==> config.mk <==
export PLATFORM = sky130hd
export DESIGN_NAME = dmem_line_responder_flat
export DESIGN_NICKNAME = d
export VERILOG_FILES = /design/src/rtl/dmem_pkg.sv /design/src/rtl/dmem_line_responder_if.sv /design/src/rtl/beat_counter.sv /design/src/rtl/dmem_line_responder.sv /design/src/flat_wrapper.sv
export SDC_FILE = /design/constraint.sdc
export NUM_CORES = 1
export LEC_CHECK = 0
export CAP_MARGIN = 20
export CORE_UTILIZATION = 35
export DETAILED_ROUTE_END_ITERATION = 10
export GPL_TIMING_DRIVEN = 0
export PLACE_DENSITY = 0.95
export SKIP_CTS_REPAIR_TIMING = 1
export SYNTH_ARGS = -nofsm -noshare
export SYNTH_HDL_FRONTEND = slang
export SYNTH_SLANG_ARGS = --single-unit
==> constraint.sdc <==
create_clock -name CLK -period 3.4 [get_ports CLK]
set_clock_uncertainty 0.2 [all_clocks]
set_input_delay 0.68 -clock CLK [delete_from_list [all_inputs] [get_ports CLK]]
set_output_delay 0.68 -clock CLK [all_outputs]
set_load 0.01 [all_outputs]
==> src/rtl/dmem_pkg.sv <==
// Shared types for the data-memory line responder: request opcodes,
// responder states and the default line geometry.
package dmem_pkg;

  localparam int DEFAULT_WORDS_PER_LINE = 8;

  typedef enum logic [1:0] {
    OP_NOP     = 2'b00,
    OP_FILL    = 2'b01,
    OP_WB      = 2'b10,
    OP_WB_FILL = 2'b11
  } line_op_t;

  typedef enum logic [1:0] {
    S_IDLE = 2'b00,
    S_WB   = 2'b01,
    S_FILL = 2'b10,
    S_DONE = 2'b11
  } resp_state_t;

endpackage

==> src/rtl/dmem_line_responder_if.sv <==
// Request, writeback, fill and BRAM signals between the cache controller,
// the line responder and the data BRAM.
interface dmem_line_responder_if
  import dmem_pkg::*;
#(
  parameter int WORDS_PER_LINE = DEFAULT_WORDS_PER_LINE,
  parameter int ADDR_WIDTH     = 14,
  parameter int DATA_WIDTH     = 32
);
  localparam int IDX_W  = $clog2(WORDS_PER_LINE);
  localparam int LINE_W = ADDR_WIDTH - IDX_W;

  logic                  req_valid;
  logic                  req_ready;
  logic [1:0]            req_op;
  logic [LINE_W-1:0]     req_fill_line;
  logic [LINE_W-1:0]     req_wb_line;
  logic [IDX_W-1:0]      wb_idx;
  logic [DATA_WIDTH-1:0] wb_data;
  logic                  fill_valid;
  logic [IDX_W-1:0]      fill_idx;
  logic [DATA_WIDTH-1:0] fill_data;
  logic                  fill_last;
  logic                  done;
  logic                  busy;
  logic [ADDR_WIDTH-1:0] mem_addr;
  logic                  mem_we;
  logic                  mem_re;
  logic [DATA_WIDTH-1:0] mem_wdata;
  logic [DATA_WIDTH-1:0] mem_rdata;

  // Cache controller plus BRAM side.
  modport master (
    output req_valid, req_op, req_fill_line, req_wb_line, wb_data, mem_rdata,
    input  req_ready, wb_idx, fill_valid, fill_idx, fill_data, fill_last,
           done, busy, mem_addr, mem_we, mem_re, mem_wdata
  );

  // Responder side.
  modport slave (
    input  req_valid, req_op, req_fill_line, req_wb_line, wb_data, mem_rdata,
    output req_ready, wb_idx, fill_valid, fill_idx, fill_data, fill_last,
           done, busy, mem_addr, mem_we, mem_re, mem_wdata
  );

endinterface

==> src/rtl/beat_counter.sv <==
// Beat counter with synchronous clear and enable; flags when the count
// equals TERM.
module beat_counter #(
  parameter int W    = 4,
  parameter int TERM = 7
) (
  input  logic         CLK,
  input  logic         RST,
  input  logic         clr,
  input  logic         en,
  output logic [W-1:0] count,
  output logic         at_term
);

  // NOTE: state registers use non-blocking assignment so every flop samples
  // pre-edge values regardless of block ordering.
  always_ff @(posedge CLK) begin
    if (RST || clr) count <= '0;
    else if (en)    count <= count + W'(1);
  end

  assign at_term = (count == W'(TERM));

endmodule

==> src/rtl/dmem_line_responder.sv <==
// Line-transfer responder: sequences word-wise BRAM writes for writebacks
// and pipelined BRAM reads for fills, one request at a time.
module dmem_line_responder
  import dmem_pkg::*;
#(
  parameter int WORDS_PER_LINE = DEFAULT_WORDS_PER_LINE,
  parameter int ADDR_WIDTH     = 14,
  parameter int DATA_WIDTH     = 32
) (
  input logic                  CLK,
  input logic                  RST,
  dmem_line_responder_if.slave bus
);

  localparam int IDX_W  = $clog2(WORDS_PER_LINE);
  localparam int LINE_W = ADDR_WIDTH - IDX_W;
  localparam int CNT_W  = IDX_W + 1;

  resp_state_t       state, state_d;
  line_op_t          op_q;
  logic [LINE_W-1:0] fill_line_q, wb_line_q;

  logic [CNT_W-1:0]  cnt;
  logic              cnt_clr, cnt_en, wb_last;
  logic              accept;

  logic                  req_ready_c, busy_c, done_c;
  logic                  mem_we_c, mem_re_c;
  logic [ADDR_WIDTH-1:0] mem_addr_c;
  logic [DATA_WIDTH-1:0] mem_wdata_c, fill_data_c;
  logic [IDX_W-1:0]      wb_idx_c, fill_idx_c;
  logic                  fill_valid_c, fill_last_c;

  // Shared by both phases; the terminal flag marks the last writeback word,
  // while the fill phase runs one past the line to drain the read pipeline.
  beat_counter #(.W(CNT_W), .TERM(WORDS_PER_LINE - 1)) u_cnt (
    .CLK     (CLK),
    .RST     (RST),
    .clr     (cnt_clr),
    .en      (cnt_en),
    .count   (cnt),
    .at_term (wb_last)
  );

  assign accept = bus.req_valid && req_ready_c;

  always_ff @(posedge CLK) begin
    if (RST) state <= S_IDLE;
    else     state <= state_d;
  end

  // NOTE: the request latches are reset too, so a post-reset address bus
  // never carries stale line numbers into simulation or silicon.
  always_ff @(posedge CLK) begin
    if (RST) begin
      op_q        <= OP_NOP;
      fill_line_q <= '0;
      wb_line_q   <= '0;
    end else if (accept) begin
      op_q        <= line_op_t'(bus.req_op);
      fill_line_q <= bus.req_fill_line;
      wb_line_q   <= bus.req_wb_line;
    end
  end

  // NOTE: every output of this block gets a default first, so no path can
  // infer a latch; reset then forces all outputs quiet combinationally.
  always_comb begin
    state_d      = state;
    cnt_clr      = 1'b0;
    cnt_en       = 1'b0;
    req_ready_c  = 1'b0;
    busy_c       = 1'b0;
    done_c       = 1'b0;
    mem_we_c     = 1'b0;
    mem_re_c     = 1'b0;
    mem_addr_c   = '0;
    mem_wdata_c  = '0;
    wb_idx_c     = '0;
    fill_valid_c = 1'b0;
    fill_idx_c   = '0;
    fill_data_c  = '0;
    fill_last_c  = 1'b0;

    if (RST) begin
      state_d = S_IDLE;
    end else begin
      busy_c = (state != S_IDLE);
      unique case (state)
        S_IDLE: begin
          req_ready_c = 1'b1;
          cnt_clr     = 1'b1;
          if (bus.req_valid) begin
            unique case (line_op_t'(bus.req_op))
              OP_NOP:  state_d = S_DONE;
              OP_FILL: state_d = S_FILL;
              default: state_d = S_WB;
            endcase
          end
        end
        S_WB: begin
          wb_idx_c    = cnt[IDX_W-1:0];
          mem_we_c    = 1'b1;
          mem_addr_c  = {wb_line_q, cnt[IDX_W-1:0]};
          mem_wdata_c = bus.wb_data;
          if (wb_last) begin
            cnt_clr = 1'b1;
            state_d = (op_q == OP_WB_FILL) ? S_FILL : S_DONE;
          end else begin
            cnt_en = 1'b1;
          end
        end
        S_FILL: begin
          if (!cnt[IDX_W]) begin
            mem_re_c   = 1'b1;
            mem_addr_c = {fill_line_q, cnt[IDX_W-1:0]};
          end
          // Read data lags the issue by one cycle, so beat i-1 lands now.
          if (cnt != '0) begin
            fill_valid_c = 1'b1;
            fill_idx_c   = cnt[IDX_W-1:0] - IDX_W'(1);
            fill_data_c  = bus.mem_rdata;
          end
          if (cnt[IDX_W]) begin
            fill_last_c = 1'b1;
            state_d     = S_DONE;
          end else begin
            cnt_en = 1'b1;
          end
        end
        S_DONE: begin
          done_c  = 1'b1;
          cnt_clr = 1'b1;
          state_d = S_IDLE;
        end
        default: state_d = S_IDLE;
      endcase
    end
  end

  assign bus.req_ready  = req_ready_c;
  assign bus.busy       = busy_c;
  assign bus.done       = done_c;
  assign bus.mem_we     = mem_we_c;
  assign bus.mem_re     = mem_re_c;
  assign bus.mem_addr   = mem_addr_c;
  assign bus.mem_wdata  = mem_wdata_c;
  assign bus.wb_idx     = wb_idx_c;
  assign bus.fill_valid = fill_valid_c;
  assign bus.fill_idx   = fill_idx_c;
  assign bus.fill_data  = fill_data_c;
  assign bus.fill_last  = fill_last_c;

endmodule

==> src/flat_wrapper.sv <==
// flat-port wrapper written by rule: the top's interface ports become plain ports
module dmem_line_responder_flat import dmem_pkg::*;
#(
  parameter int WORDS_PER_LINE = DEFAULT_WORDS_PER_LINE,
  parameter int ADDR_WIDTH     = 14,
  parameter int DATA_WIDTH     = 32
)
  (CLK, RST, bus_req_valid, bus_req_op, bus_req_fill_line, bus_req_wb_line, bus_wb_data, bus_mem_rdata, bus_req_ready, bus_wb_idx, bus_fill_valid, bus_fill_idx, bus_fill_data, bus_fill_last, bus_done, bus_busy, bus_mem_addr, bus_mem_we, bus_mem_re, bus_mem_wdata);
  dmem_line_responder_if #(.WORDS_PER_LINE(WORDS_PER_LINE), .ADDR_WIDTH(ADDR_WIDTH), .DATA_WIDTH(DATA_WIDTH)) bus_i ();
  input logic CLK;
  input logic RST;
  input wire logic [$bits(bus_i.req_valid)-1:0] bus_req_valid;
  input wire logic [$bits(bus_i.req_op)-1:0] bus_req_op;
  input wire logic [$bits(bus_i.req_fill_line)-1:0] bus_req_fill_line;
  input wire logic [$bits(bus_i.req_wb_line)-1:0] bus_req_wb_line;
  input wire logic [$bits(bus_i.wb_data)-1:0] bus_wb_data;
  input wire logic [$bits(bus_i.mem_rdata)-1:0] bus_mem_rdata;
  output wire logic [$bits(bus_i.req_ready)-1:0] bus_req_ready;
  output wire logic [$bits(bus_i.wb_idx)-1:0] bus_wb_idx;
  output wire logic [$bits(bus_i.fill_valid)-1:0] bus_fill_valid;
  output wire logic [$bits(bus_i.fill_idx)-1:0] bus_fill_idx;
  output wire logic [$bits(bus_i.fill_data)-1:0] bus_fill_data;
  output wire logic [$bits(bus_i.fill_last)-1:0] bus_fill_last;
  output wire logic [$bits(bus_i.done)-1:0] bus_done;
  output wire logic [$bits(bus_i.busy)-1:0] bus_busy;
  output wire logic [$bits(bus_i.mem_addr)-1:0] bus_mem_addr;
  output wire logic [$bits(bus_i.mem_we)-1:0] bus_mem_we;
  output wire logic [$bits(bus_i.mem_re)-1:0] bus_mem_re;
  output wire logic [$bits(bus_i.mem_wdata)-1:0] bus_mem_wdata;
  assign bus_i.req_valid = bus_req_valid;
  assign bus_i.req_op = bus_req_op;
  assign bus_i.req_fill_line = bus_req_fill_line;
  assign bus_i.req_wb_line = bus_req_wb_line;
  assign bus_i.wb_data = bus_wb_data;
  assign bus_i.mem_rdata = bus_mem_rdata;
  assign bus_req_ready = bus_i.req_ready;
  assign bus_wb_idx = bus_i.wb_idx;
  assign bus_fill_valid = bus_i.fill_valid;
  assign bus_fill_idx = bus_i.fill_idx;
  assign bus_fill_data = bus_i.fill_data;
  assign bus_fill_last = bus_i.fill_last;
  assign bus_done = bus_i.done;
  assign bus_busy = bus_i.busy;
  assign bus_mem_addr = bus_i.mem_addr;
  assign bus_mem_we = bus_i.mem_we;
  assign bus_mem_re = bus_i.mem_re;
  assign bus_mem_wdata = bus_i.mem_wdata;
  dmem_line_responder #(.WORDS_PER_LINE(WORDS_PER_LINE), .ADDR_WIDTH(ADDR_WIDTH), .DATA_WIDTH(DATA_WIDTH)) u_core (.CLK(CLK), .RST(RST), .bus(bus_i));
endmodule
==> results.ini <==
[synth]
seq_area_frac_synth_pct=28.74
synth_most_common_cell=and2_1
synth_ff_type=dfxtp_1
synthArstFlopShare_pct=0
syn-cell-area_mm2=0.002090
netlist_top_cells_area=dfxtp_1 (29%), and2_1 (20%), nand2b_1 (8.1%)
ys_seq_elements=30
postSynthCellCount=278
ys_types=33
ys_warn_count=0
synth_edf_count=0
synth_nets=378
synth_top_area_share_pct=28.74
yosys.area.top_type=dfxtp_1
synthTopCellsByCount=and2_1 (68), dfxtp_1 (30), nand2b_1 (27)
post_synth.cell_area_avg_um2=7.516

[global_routing]
overflow=0
grt.busiest_layer=met2
antenna_found_initial=0
grtUsageMet3_pct=8.966
grtUsageMet1_pct=34.31
first_global_vias=2562
grt_max_degree=11
globalRouteMet2Util_pct=46.47
track_usage_pct=27.76
grt_first_pass_wirelength_um=13210

[placed_design]
gp_congestion=0.9258
port_buffers=181
placedCellCount=531
dp_hpwl_um=7191

[finish]
nets=566
area_delta_synth_final_pct=96.59
fillers=424
antenna_cells=0
drive_above_1_share_pct=6.424
final_core_util_pct=72.81
final_cells=539

[worst_setup_path]
worstPathArrival_ns=2.42
cpPeakStageDelay_ns=0.56
r2r_cells=8
setup.worst_path.end_class=output port
rr_startpoint=u_core.state[0]$_SDFFE_PP0P_
cp_max_fo=10
timing.rr.end=u_core.wb_line_q[3]$_SDFFE_PP0P_
crit_chain=inv_1 > ha_1 > nor2b_1 > buf_2 > a22oi_1 > nor2_1 > clkdlybuf4s50_1
required_ns=2.52
startpoint_type=register
crit_slowest_cell=clkdlybuf4s50_1
crit_type=reg -> out
reg2reg_slack_ns=1.31

[worst_hold_path]
min_from=u_core.fill_line_q[7]$_SDFFE_PP0P_
worstHoldPathType=reg -> reg
min_to=u_core.fill_line_q[7]$_SDFFE_PP0P_
holdPathStages=2

[route]
drt-initial-drc-count=164
dr.pass1.iters=4
wl_um=8986
drc=0
num_vias=2632
routed_via_density=4.883
wl_per_cell_um=16.67
detail-route-antenna-nets=0

[clock_network]
clk_latency_ns=0.29
clkTransAtPathRegs_ns=0.07
clockBufferDepth=2
cts_root_buffer=clkbuf_8
h-tree-depth=2
cts_tree=built
clock_sinks=30
numCtsBuffers=5

[floorplanning]
io_pins=182
core_area_mm2=0.005642
die-area_mm2=0.006283
rows=27
die_h_um=79.27
die_width_um=79.27
start_util_pct=37.04

[timing]
tightest_slew_ns=0.4625
timing.final.crit_share_pct=97.10
slew_violations=0
whs_ns=0.2657
fmax_mhz=302.9
slew_headroom_pct=69.17
finalSetupViolCount=0
final_hold_viol_count=0
fin_crit_ns=3.301

[pwr]
peakVddDrop_mv=0.2663
p_leak_nw=1.551
power.density_mw_per_mm2=429.0

[run_status]
status=complete, no violations

[flow_run]
cap_violations=0

-- registers in the layout, indices dropped and copies added (netlist names) --
register	cells
u_core.fill_line_q	11
u_core.op_q	2
u_core.state	2
u_core.u_cnt.count	4
u_core.wb_line_q	11
-- cell type report --
class	count	area (um2)	share of cell area (%)
repair buffers	181	1814	44.17
multi-input cells	222	1384	33.69
flip-flops and latches	30	600.6	14.62
plain buffers	19	97.59	2.376
well taps	72	90.09	2.193
clock buffers	6	82.58	2.010
inverters	7	26.28	0.6397
clock inverters	2	12.51	0.3046
-- worst max path at each step --
stage,depth (start not counted),to,slack [ns],start
3_5_place_dp,6,bus_fill_data[2],-0.38,RST
6_report,7,bus_mem_addr[3],0.1,u_core.state[0]$_SDFFE_PP0P_
4_1_cts,6,bus_fill_data[2],-0.39,RST
5_1_grt,7,bus_fill_data[28],-0.01,u_core.u_cnt.count[0]$_SDFFE_PP0P_
3_3_place_gp,6,bus_fill_data[4],-0.38,RST
2_1_floorplan,6,bus_fill_data[22],0.96,u_core.u_cnt.count[0]$_SDFFE_PP0P_
-- routing by layer --
layer	part of all wire (%)	wire length, um
met1	41	3663
met2	47	4267
met3	11	989
met4	0.73	66
met5	0	0
-- through the flow --
step / setup WS [ns] / instance area [um2] / power (W) / setup TNS [ns]
finish: 0.09864 / 4108 / 0.001762 / 0
detailed placement: -0.3840 / 3991 / 0.001428 / -18.07
CTS: -0.3881 / 4086 / 0.001735 / -18.46
global placement: -0.3839 / 3991 / 0.001401 / -17.15
floorplan: 0.9631 / 2090 / 0.001007 / 0
global route: -0.01308 / 4108 / 0.001863 / -0.02151
-- layout by cell type, fill, tap and decap left out, types with 2 or more instances in the layout --
master,n
a22oi_1,11
and2_1,68
buf_2,6
clkbuf_1,5
clkbuf_2,6
clkbuf_8,6
clkdlybuf4s50_1,180
dfxtp_1,30
ha_1,9
inv_1,6
mux2i_1,4
nand2_1,25
nand2b_1,27
nor2_1,23
nor2b_1,5
nor3_1,5
o21ai_0,22
o21ai_1,2
xnor2_1,3
-- kinds of logic after synthesis --
group	synth area share, %
adders and majority gates	5.389
xor gates and xnor gates	1.258
muxes	2.575
DFF	28.74
buffers and inverters	5.270
AOI/OAI and AO/OA	13.71
and+or+nand+nor	43.05
-- power breakdown --
part	switching [W]	total (W)	internal [W]
logic	0.000500	0.000974	0.000474
registers	0.0000547	0.000483	0.000429
clock network	0.000143	0.000305	0.000162
total	0.000697	0.00176	0.00107
-- critical path: cells and delay by family, from the launching register on --
kind	cells	cell delay [ns]
flip-flops	1	0.36
AND/OR/NAND/NOR	2	0.43
adder cells (fa/ha/maj)	1	0.24
AO/OA/AOI/OAI	1	0.10
buffers and inverters	3	1.01
Note: power is estimated with default switching activity, not from simulation.
==> edit 1 (same flow settings) <==
The package constant `DEFAULT_WORDS_PER_LINE` goes from 8 to 4.
--- a/src/rtl/dmem_pkg.sv
+++ b/src/rtl/dmem_pkg.sv
@@ -4,3 +4,3 @@
 
-  localparam int DEFAULT_WORDS_PER_LINE = 8;
+  localparam int DEFAULT_WORDS_PER_LINE = 4;
 
Ports: changed (resized bus_fill_idx, bus_req_fill_line, bus_req_wb_line and bus_wb_idx); port bits go from 182 to 182. The function was not compared with the original's and may differ.
==> edit 1 against the original RTL <==
  * Routed wire length down 9.5%
  * Critical endpoint unchanged
  * Largest cell class unchanged
  * Worst setup slack better by 120 ps
  * Sequential power about the same
  * Design area up 3.6%
  * Synthesized cell count down 1.1%
  * Cell count down 0.37%
  * Power down 2.8%
  * Sequential cell count up 1
  * Die area up 8.3%
  * Synthesized area up 8.5%
==> edit 1: results (changes against the original RTL) <==
- Status: complete, no violations (unchanged)
- Vias per cell: 4.70 (was 4.88)
- Post-Route M1 WL: 3020 um (was 3660 um)
- Met3 wire length: 583 um (was 989 um)
- Vias in the first global route: 2383 (was 2562)
- Post-synthesis sequential area ratio: 27.4% (was 28.7%)
- Gr usage total: 22.3% (was 27.8%)
- M2 GR Usage: 41.9% (was 46.5%)
- Met1 Track Usage GR: 24.3% (was 34.3%)
- First-pass GRT wire length: 11400 um (was 13200 um)
- Dominant cells by area after synthesis: dfxtp_1 (27%), and2_1 (18%), o21ai_2 (9.7%) (was dfxtp_1 (29%), and2_1 (20%), nand2b_1 (8.1%))
- Mux cell area share after synthesis: 1.32% (was 2.57%)
- Clk. pwr: 290 uW (was 305 uW)
- Arrival @ worst endpoint: 2300 ps (was 2420 ps)
- Most frequent cells after synthesis: and2_1 (67), dfxtp_1 (31), nand2b_1 (29) (was and2_1 (68), dfxtp_1 (30), nand2b_1 (27))
- XOR/XNOR Fraction of Synth Area: 0.386% (was 1.26%)
- Detailed Route Iter0 Violations: 58 (was 164)
- Max_slew headroom: 70.7% (was 69.2%)
- Clock Tree Buf Depth: 2 (unchanged)
- Post-Synth Adder-Cell Area: 5.52% (was 5.39%)
- Grt met3 use: 4.62% (was 8.97%)
- DP Wirelength: 6600 um (was 7190 um)
- IO buf count: 180 (was 181)
- Initial antenna violation count: 0 (unchanged)
- Synth unique cells: 31 (was 33)
- P_sw: 640 uW (was 697 uW)
- Comb pwr: 938 uW (was 974 uW)
- Compound-Gate Fraction of Synth Area: 17.7% (was 13.7%)
- Layout net count: 565 (was 566)
- H-Tree Depth: 2 (unchanged)
- Leakage: 1.61 nW (was 1.55 nW)
-- edit 1: cell types whose count changed after synthesis, moves of 7 or more --
cell      change
buf_6         +8
clkbuf_1      -7
o21ai_2      +25
o21ai_0      -21
-- edit 1: worst paths after layout --
kind | startpoint | endpoint | slack [ps] | cells past startpoint
worst max-delay path | u_core.state[1] | bus_mem_addr[3] | 220 | 6
worst min-delay path | u_core.fill_line_q[2] | u_core.fill_line_q[2] | 280 | 2
worst max register to register | u_core.state[0] | u_core.fill_line_q[11] | 1580 | 8
worst min register to register | u_core.fill_line_q[2] | u_core.fill_line_q[2] | 280 | 2
-- edit 1: area by class of cell --
cell class | count | area (um^2)
well taps | 75 | 93.8
clock buffers | 6 | 82.6
multi-input cells | 219 | 1470
flip-flops and latches | 31 | 621
clock inverters | 1 | 5.00
plain buffers | 19 | 161
inverters | 6 | 22.5
fillers | 485 | 1840
repair buffers | 180 | 1800
-- edit 1: cell families (layout without fill, tap and decap cells) --
group,count (synthesis),count (layout)
adder cells (fa/ha/maj),10,10
AO/OA/AOI/OAI,46,46
multiplexers,3,3
XOR/XNOR,1,1
flip-flops,31,31
buffers and inverters,25,212
AND/OR/NAND/NOR,159,159
-- edit 1: per-stage QoR --
step                total power, mW  utilization [%]  instance area, um^2  cells  worst slack (ps)
floorplan                      1.04                -                 2270    275              1070
finish                         1.71             69.8                 4260    537               221
global route                   1.81             69.8                 4260    537              67.8
global placement               1.39             68.3                 4160    530               447
CTS                            1.71             69.7                 4250    537              64.0
detailed placement             1.42             68.3                 4160    530               384
-- edit 1: tightest hold or removal path, delay by kind of cell (launching register included) --
family | cells | cell delay, ps
AOI/OAI and AO/OA | 1 | 50
and+or+nand+nor | 1 | 80
DFF | 1 | 310
==> edit 2 (same settings) <==
Made on the original files. The 4 states of `resp_state_t` get a one-hot encoding in 4 bits.
--- a/src/rtl/dmem_pkg.sv
+++ b/src/rtl/dmem_pkg.sv
@@ -13,7 +13,7 @@
 
-  typedef enum logic [1:0] {
-    S_IDLE = 2'b00,
-    S_WB   = 2'b01,
-    S_FILL = 2'b10,
-    S_DONE = 2'b11
+  typedef enum logic [3:0] {
+    S_IDLE = 4'b0001,
+    S_WB   = 4'b0010,
+    S_FILL = 4'b0100,
+    S_DONE = 4'b1000
   } resp_state_t;
Check against the original RTL: no difference found for any inputs over 10 cycles, from zero or initial values and one cycle with RST high; not proved beyond that.
==> edit 2 against the original RTL <==
  * Design area increased by 3.1%
  * Synthesized area increased by 3.2%
  * Routed wire length decreased by 3.3%
  * Highest routed layer unchanged
  * Sequential share of layout area increased by 0.51 points
  * Worst setup slack got worse by 21 ps
  * Sequential cell count increased by 2
  * Register-to-register slack improved by 50 ps
Power is not compared: it rests on default switching activity, and its combinational part moved more than twofold at a synthesized area within 25%.
==> edit 2: results (changes against the original RTL) <==
- Skew-Pair Late Insertion Delay: 290 ps (about the same)
- IO buf count: 181 (unchanged)
- XOR/XNOR Fraction of Synth Area: 0.812% (was 1.26%)
- Grt met3 use: 6.82% (was 8.97%)
- Inverter count: 8 (was 7)
- Post-Route M1 WL: 3370 um (was 3660 um)
- Area occupied by multi-input gates: 0.00139 mm^2 (was 0.00138 mm^2)
- Vias in the first global route: 2441 (was 2562)
- Reg clk slew, reported paths: 70 ps (about the same)
- Least-Margin Pin Slew: 496 ps (was 462 ps)
- Maximum vdd drop: 0.304 mV
- Comb_multi_in: 226 (was 222)
- DP Wirelength: 6870 um (was 7190 um)
- Leakage: 1.59 nW
- Clock-cell share: 2.63% (was 2.31%)
- Pre-Repair DR Iteration Count: 5 (was 4)
- Sequential cell area: 641 um^2 (was 601 um^2)
- Inserted Clock Buffers: 5 (unchanged)
- First-pass GRT wire length: 12500 um (was 13200 um)
- CP max FO: 10 (unchanged)
- Arrival @ worst endpoint: 2440 ps (was 2420 ps)
- Largest registers: u_core.fill_line_q x11, u_core.wb_line_q x11 (was u_core.fill_line_q x11, u_core.wb_line_q x11, u_core.u_cnt.count x4)
- Post-synthesis sequential area ratio: 29.7% (was 28.7%)
- Post-Synth Adder-Cell Area: 1.16% (was 5.39%)
- Compound-Gate Fraction of Synth Area: 16.5% (was 13.7%)
- Largest net degree at the start of global routing: 12 (was 11)
- Status: complete, no violations (unchanged)
- GP Congestion: 0.895 (was 0.926)
- Non-clk buf share: 46.4% (was 46.5%)
- Mux cell area share after synthesis: 1.51% (was 2.57%)
- Most frequent cells after synthesis: and2_1 (68), dfxtp_1 (32), nand2b_1 (28) (was and2_1 (68), dfxtp_1 (30), nand2b_1 (27))
- Gr usage total: 25.7% (was 27.8%)
- Routed WL per cell: 15.7 um (was 16.7 um)
- Vias per cell: 4.95 (was 4.88)
- Initial antenna violation count: 0 (unchanged)
- Layout net count: 572 (was 566)
- Async SR Flop Fraction: 0% (unchanged)
- Met1 Track Usage GR: 28.6% (was 34.3%)
- Hold Crit Class: reg -> reg (unchanged)
- CP max-delay cell: clkdlybuf4s50_1 (unchanged)
- Met2 Wirelength: 4460 um (was 4270 um)
- Fillcell total: 462 (was 424)
- H-Tree Depth: 2 (unchanged)
- Layout cell share with drive strength beyond 1: 7.50% (was 6.42%)
- Detailed Route Iter0 Violations: 248 (was 164)
- Met3 wire length: 745 um (was 989 um)
- M2 GR Usage: 46.9% (was 46.5%)
- Seq_cells: 32 (was 30)
- DRT antenna net count: 0 (unchanged)
- Dominant cells by area after synthesis: dfxtp_1 (30%), and2_1 (20%), nand2b_1 (8.1%) (was dfxtp_1 (29%), and2_1 (20%), nand2b_1 (8.1%))
- Bufs w/o clock: 206 (was 200)
- Synth unique cells: 45 (was 33)
- Mapped Nets: 380 (was 378)
[edit 2: through the flow]
stage               worst slack, ps  cell area, um^2  cells
floorplan                       938             2160    287
global placement               -351             4060    543
detailed placement             -415             4060    543
CTS                            -428             4170    551
global route                  -12.0             4230    555
finish                         77.8             4230    555
[edit 2: path summary, 6_finish.rpt]
path                                       startpoint                     to  slack, ps  depth (start not counted)
worst max-delay path                              RST          bus_wb_idx[1]         80                          7
worst min register to register   u_core.wb_line_q[10]   u_core.wb_line_q[10]        270                          2
worst max register to register  u_core.u_cnt.count[1]  u_core.u_cnt.count[1]       1360                          5
worst min-delay path             u_core.wb_line_q[10]   u_core.wb_line_q[10]        270                          2
[edit 2: power by group through the flow]
stage	Clock, mW	Sequential (mW)	Combinational [mW]
after floorplan	0	0.442	0.127
after global placement	0	0.447	0.271
after detailed placement	0	0.451	0.278
after CTS	0.370	0.443	0.279
after global routing	0.391	0.448	0.313
final	0.371	0.444	0.289
